<file path="src/rtl/fetch_stage.sv">
// fetch_stage: instruction-fetch stage with its F/D pipeline register.
// Holds the PC, drives the instruction-memory address, and latches the fetched
// word into F/D under stall (PCwrite / F_Dwrite) and branch redirect/flush control.
// Optional feature: define FETCH_STALL_CNT_EN to build a saturating stall-cycle
// counter on stall_cnt; without it stall_cnt is tied to zero.
module fetch_stage #(
  parameter int                   PC_W      = 16,
  parameter int                   INSTR_W   = 16,
  parameter logic [PC_W-1:0]      RESET_PC  = '0,
  parameter int                   PC_INC    = 2,
  parameter logic [INSTR_W-1:0]   NOP_INSTR = '0
) (
  input  logic               clk,
  input  logic               rst,
  input  logic               PCwrite,
  input  logic               F_Dwrite,
  input  logic               branch,
  input  logic [PC_W-1:0]    branch_target,
  input  logic [INSTR_W-1:0] imem_data,
  output logic [PC_W-1:0]    imem_addr,
  output logic [INSTR_W-1:0] F_Dinstr,
  output logic [PC_W-1:0]    F_Dpc,
  output logic               F_Dvalid,
  output logic [3:0]         F_Dopcode,
  output logic [3:0]         F_Dop1,
  output logic [3:0]         F_Dop2,
  output logic [15:0]        stall_cnt
);

  // Increment sized to the PC so the add wraps modulo 2^PC_W.
  localparam logic [PC_W-1:0] PC_STEP = PC_W'(PC_INC);

  logic [PC_W-1:0] pc;

  // Redirect targets are halfword aligned: the LSB is dropped.
  logic [PC_W-1:0] branch_pc;
  assign branch_pc = {branch_target[PC_W-1:1], 1'b0};

  assign imem_addr = pc;

  // PC update: branch beats stall, stall beats sequential increment.
  always_ff @(posedge clk or posedge rst) begin
    if (rst) begin
      pc <= RESET_PC;
    end else if (branch) begin
      // NOTE: state registers use non-blocking assignment so every flop samples
      // the pre-edge value of pc, which the F/D block below also reads.
      pc <= branch_pc;
    end else if (PCwrite) begin
      pc <= pc + PC_STEP;
    end
  end

  // F/D register: a branch flushes the slot even while F_Dwrite is low.
  always_ff @(posedge clk or posedge rst) begin
    if (rst) begin
      F_Dinstr <= NOP_INSTR;
      F_Dpc    <= '0;
      F_Dvalid <= 1'b0;
    end else if (branch) begin
      F_Dinstr <= NOP_INSTR;
      F_Dpc    <= pc;
      F_Dvalid <= 1'b0;
    end else if (F_Dwrite) begin
      F_Dinstr <= imem_data;
      F_Dpc    <= pc;
      F_Dvalid <= 1'b1;
    end
  end

  // Field slices feed the hazard unit directly; downstream qualifies with F_Dvalid.
  assign F_Dopcode = F_Dinstr[INSTR_W-1 -: 4];
  assign F_Dop1    = F_Dinstr[INSTR_W-5 -: 4];
  assign F_Dop2    = F_Dinstr[INSTR_W-9 -: 4];

`ifdef FETCH_STALL_CNT_EN
  logic [15:0] stall_cnt_q;

  // Count edges where the PC was held by a stall; saturate rather than wrap.
  always_ff @(posedge clk or posedge rst) begin
    if (rst) begin
      stall_cnt_q <= '0;
    end else if (!PCwrite && !branch && (stall_cnt_q != 16'hFFFF)) begin
      stall_cnt_q <= stall_cnt_q + 16'd1;
    end
  end

  assign stall_cnt = stall_cnt_q;
`else
  assign stall_cnt = 16'h0000;
`endif

endmodule

</file>
<file path="config.mk">
export PLATFORM = sky130hd
export DESIGN_NAME = fetch_stage
export DESIGN_NICKNAME = d
export VERILOG_FILES = /design/src/rtl/fetch_stage.sv
export SDC_FILE = /design/constraint.sdc
export NUM_CORES = 1
export LEC_CHECK = 0
export ABC_AREA = 1
export BUFFER_PORTS_ARGS = -buffer_cell sky130_fd_sc_hd__buf_2
export CORE_MARGIN = 2
export CORE_UTILIZATION = 42
export DETAILED_ROUTE_END_ITERATION = 10
export PLACE_DENSITY = 0.81
export SKIP_CTS_REPAIR_TIMING = 1
export SYNTH_ARGS = -nofsm -noshare
export SYNTH_HDL_FRONTEND = slang
export SYNTH_SLANG_ARGS = --single-unit
</file>
<file path="constraint.sdc">
create_clock -name clk -period 1.5 [get_ports clk]
set_input_delay 0.3 -clock clk [delete_from_list [all_inputs] [get_ports clk]]
set_output_delay 0.3 -clock clk [all_outputs]
set_load 0.03 [all_outputs]
</file>
[Yosys cells after proc, flatten, opt, wreduce, memory -nomap -nowiden]
Cells that the tools add are included.
Word-level totals
  output and inout port bits: 77
  bits in registers: 49
Cells by class
  add/subtract/negate cells: 1
  mux-type cells: 8
  reductions and logical operators: 2
Operator list (count)
  2-to-1 mux 16 bit: 6
  adder 16 x 2 -> 16 bit (second input constant): 1
  nonzero test 2 bit: 2
  2-to-1 mux 1 bit: 2

[Depth between registers and ports, before layout]
  depth after elaboration: 3
  mapped depth: 7
  gate-level depth less buffers: 7

[Worst setup path after synthesis]
OpenSTA, ideal clock, no wires.
  path kind: register to register
  start point: register pc[2] (netlist: imem_addr[2])
  end point: register pc[9] (netlist: imem_addr[9])
  required time: 1378 ps
  buffers on the path: 0
  arrival time: 1346 ps
  slack: 33 ps
  cell stages (with the launch flop): 8
  clock period less this slack: 1467 ps
  cells stage by stage: dfrtp_1 > ha_1 > nand2_1 > nor2_2 > nand2_2 > xor2_1 > nand2_1 > nand2_1
On the way
  longest elaborated chain between the ends: 3
Ends and longest elaborated chain
  from (decl): RTL line 33  | logic [PC_W-1:0] pc;
  from (signal assigned): RTL line 48  | pc <= branch_pc;
  from (signal assigned): RTL line 50  | pc <= pc + PC_STEP;
  adder 16 x 2 -> 16 bit: RTL line 50
  2-to-1 mux 16 bit: RTL line 49  | end else if (PCwrite) begin
  2-to-1 mux 16 bit: RTL line 45  | end else if (branch) begin
No other way between the ends. The select of a mux whose other input is x is not followed.
A chain may end at the register's enable or synchronous reset.

[Final worst setup path]
  start point: register pc[3] (netlist: imem_addr[3])
  end point: output imem_addr[3]
RTL lines
  to (decl): RTL line 20  | output logic [PC_W-1:0] imem_addr,
No word-level cell between the ends.

==> impl_metrics.py <==
metrics = {
    "clock_network": {
        "clock_latency_ns": 0.30,
        "cts_max_path_buffers": 2,
        "cts.sinks": 47,
        "cts_tree": "built",
        "h-tree-depth": 2,
        "clkTransAtPathRegs_ns": 0.09,
        "cts_made_buffers": 5,
        "cts_root_buf": "clkbuf_8",
    },
    "global_routing": {
        "grt_max_degree": 32,
        "overflow": 0,
        "grtUsageTotal": 0.1841,
        "antenna_found_initial": 0,
        "grt_pass1_wl_um": 9190,
        "grt_pass1_vias": 1988,
    },
    "sta": {
        "period_minus_slack_ns": 1.391,
        "fmax_mhz": 719.1,
        "rsz0062_at_grt": "no",
        "post-route-period-util": 0.9271,
        "slew_viol_final": 0,
        "fin_skew_ns": 0.007318,
        "setup_viol": 0,
        "hold_viol": 0,
        "maxSlewHeadroom": 0.5869,
        "tightestPinTransition_ns": 0.6190,
        "setup_tns_ns": 0,
    },
    "drt": {
        "first_pass_iters": 6,
        "ant_nets": 0,
        "via_per_inst": 4.750,
        "wl_per_cell_um": 12.74,
        "drt_wl_total_um": 5709,
        "drtIter0Drc": 129,
        "drc_errors": 0,
        "vias": 2128,
    },
    "power": {
        "combPwrFrac": 0.266,
        "netSwitchingFraction": 0.3547,
        "p_int_mw": 2.142,
        "power_frac_seq": 0.451,
        "p_leak_nw": 1.662,
        "clockPowerShare": 0.283,
        "p_switching_mw": 1.177,
        "powerDensity_nw_per_um2": 1113,
        "peakVddDrop_uv": 456.0,
    },
    "floorplanning": {
        "core_um2": 5540,
        "start_util": 0.4397,
        "pin_count": 114,
        "rows": 27,
        "fp.dieArea_um2": 6426,
        "die_h_um": 80.16,
        "die_x_um": 80.16,
    },
    "logic_synthesis": {
        "yosys.area_share.simple": 0.2666,
        "synth-xor-area-share": 0.02157,
        "synth_fa_ha_area_frac": 0.005136,
        "ys_warn_count": 0,
        "synth_seq_cells": 47,
        "synth_area_leader_cell": "dfrtp_1",
        "synthDominantCellAreaShare": 0.4828,
        "ys_top_cells_by_area": "dfrtp_1, nand2_1, buf_4",
        "synth-compound-area-share": 0.07807,
        "synth_cell_types": 23,
        "synthMuxAreaShare": 0,
        "synth_top_family_by_area": "simple AND/OR/NAND/NOR gates",
        "syn-instance-count": 289,
        "ys_seq_area_frac": 0.4828,
        "syn_avg_cell_area_um2": 8.429,
        "synthesis.area_um2": 2436,
    },
    "setup_path": {
        "crit_arrival_ns": 1.09,
        "start_kind": "register",
        "critical_path_class": "register to output port",
        "endpoint_kind": "output port",
        "r2r.worst_path.cells": 7,
        "worstPathMaxFanout": 5,
        "required_ns": 1.20,
    },
    "final_layout": {
        "postLayoutCellArea_um2": 2982,
        "drive_above_1_share": 0.3378,
        "fin_cells": 448,
        "nFillCells": 543,
        "final_util": 0.5382,
        "nNetsFinal": 413,
        "syn_to_final_growth_pct": 22.39,
        "diodes": 0,
    },
    "flow_run": {
        "maxCapViolCount": 0,
    },
    "outcome": {
        "outcome": "finished, final reports clean",
    },
    "place": {
        "dp_hpwl_um": 4371,
        "dp.cells": 439,
        "placed_cell_area_um2": 2856,
        "gp_congestion": 0.8798,
        "portBuffers": 94,
    },
    "hold_path": {
        "holdPathStages": 3,
        "hold_path_class": "input pin to register",
    },
}
stage by stage:
| stage | setup WS, ns | power (mW) | hold slack [ns] |
|---|---|---|---|
| after CTS | 0.1066 | 3.348 | -0.01886 |
| after global placement | 0.2213 | 2.389 | 0.3016 |
| final | 0.1094 | 3.319 | 0.2169 |
| after floorplan | 0.03253 | 2.171 | 0.4329 |
| after detailed placement | 0.1916 | 2.405 | 0.3138 |
| after global routing | 0.06091 | 3.492 | 0.2221 |
sequential cells by signal, summed over array words and instances (netlist names):
name,flops
F_Dinstr,16
F_Dpc,15
F_Dvalid,1
imem_addr,15
final cells by class:
type / count / area, um^2 / share of cell area
inverter: 16 / 62.56 / 0.02098
tap: 72 / 90.09 / 0.03021
sequential: 47 / 1176 / 0.3945
multi-input combinational: 202 / 972.2 / 0.3261
clock inverter: 3 / 46.29 / 0.01553
clock buffer: 5 / 68.82 / 0.02308
timing repair buffer: 103 / 565.5 / 0.1897
placed cells by master (no fill, tap or decap):
cell	n
a21oi_1	1
a22oi_1	12
buf_12	2
buf_2	94
buf_4	6
bufinv_16	1
clkbuf_8	5
clkinvlp_4	1
conb_1	18
dfrtp_1	47
dlygate4sd3_1	1
ha_1	1
inv_1	14
inv_2	1
inv_4	1
inv_6	1
nand2_1	93
nand2_2	4
nand3_1	29
nand4_1	6
nor2_1	7
nor2_2	7
nor2_4	2
o211ai_1	1
o21ai_0	13
o21bai_2	2
xor2_1	6
cells in the mapped netlist, drive strengths merged:
library cell,count
a21oi,1
a22oi,12
buf,38
clkbuf,3
conb,1
dfrtp,47
ha,1
inv,16
nand2,97
nand3,29
nand4,6
nor2,16
o211ai,1
o21ai,13
o21bai,2
xor2,6
power by group through the flow:
stage	logic (mW)	clock network (mW)	registers (mW)
after floorplan	0.414	0	1.76
after global placement	0.872	0	1.52
after detailed placement	0.886	0	1.52
after CTS	0.887	0.965	1.50
after global routing	0.961	1.01	1.52
final	0.882	0.941	1.50
critical path: stages, from the launching register on:
cell and delay [ns]:
dfrtp_1 0.44, buf_4 0.15, buf_2 0.19
layer usage:
layer | share of wire | up-vias | global-route usage
li1 | - | 1062 | -
met1 | 0.45 | 989 | 0.2509
met2 | 0.47 | 70 | 0.2917
met3 | 0.064 | 7 | 0.03708
met4 | 0.015 | 0 | 0.06441
met5 | 0 | - | 0
worst paths after layout:
check | start | endpoint | slack (ns)
max reg2reg | imem_addr[1]$_DFFE_PP0N_ | imem_addr[9]$_DFFE_PP0N_ | 0.20
min reg2reg | F_Dinstr[1]$_DFFE_PP0P_ | F_Dinstr[1]$_DFFE_PP0P_ | 0.48
max in group asynchronous | rst | F_Dpc[15]$_DFFE_PP0P_ | 0.50
max | imem_addr[3]$_DFFE_PP0N_ | imem_addr[3] | 0.11
min | imem_data[10] | F_Dinstr[10]$_DFFE_PP0P_ | 0.22
min in group asynchronous | rst | F_Dpc[9]$_DFFE_PP0P_ | 0.53
logic make-up (layout without fill, tap and decap cells):
kind of cell | Yosys count | count (layout)
AOI/OAI and AO/OA | 29 | 29
xor gates and xnor gates | 6 | 6
adders and majority gates | 1 | 1
buffers and inverters | 57 | 127
DFF | 47 | 47
other | 1 | 18
and+or+nand+nor | 148 | 148
No activity file was read; power rests on OpenSTA's default activity.
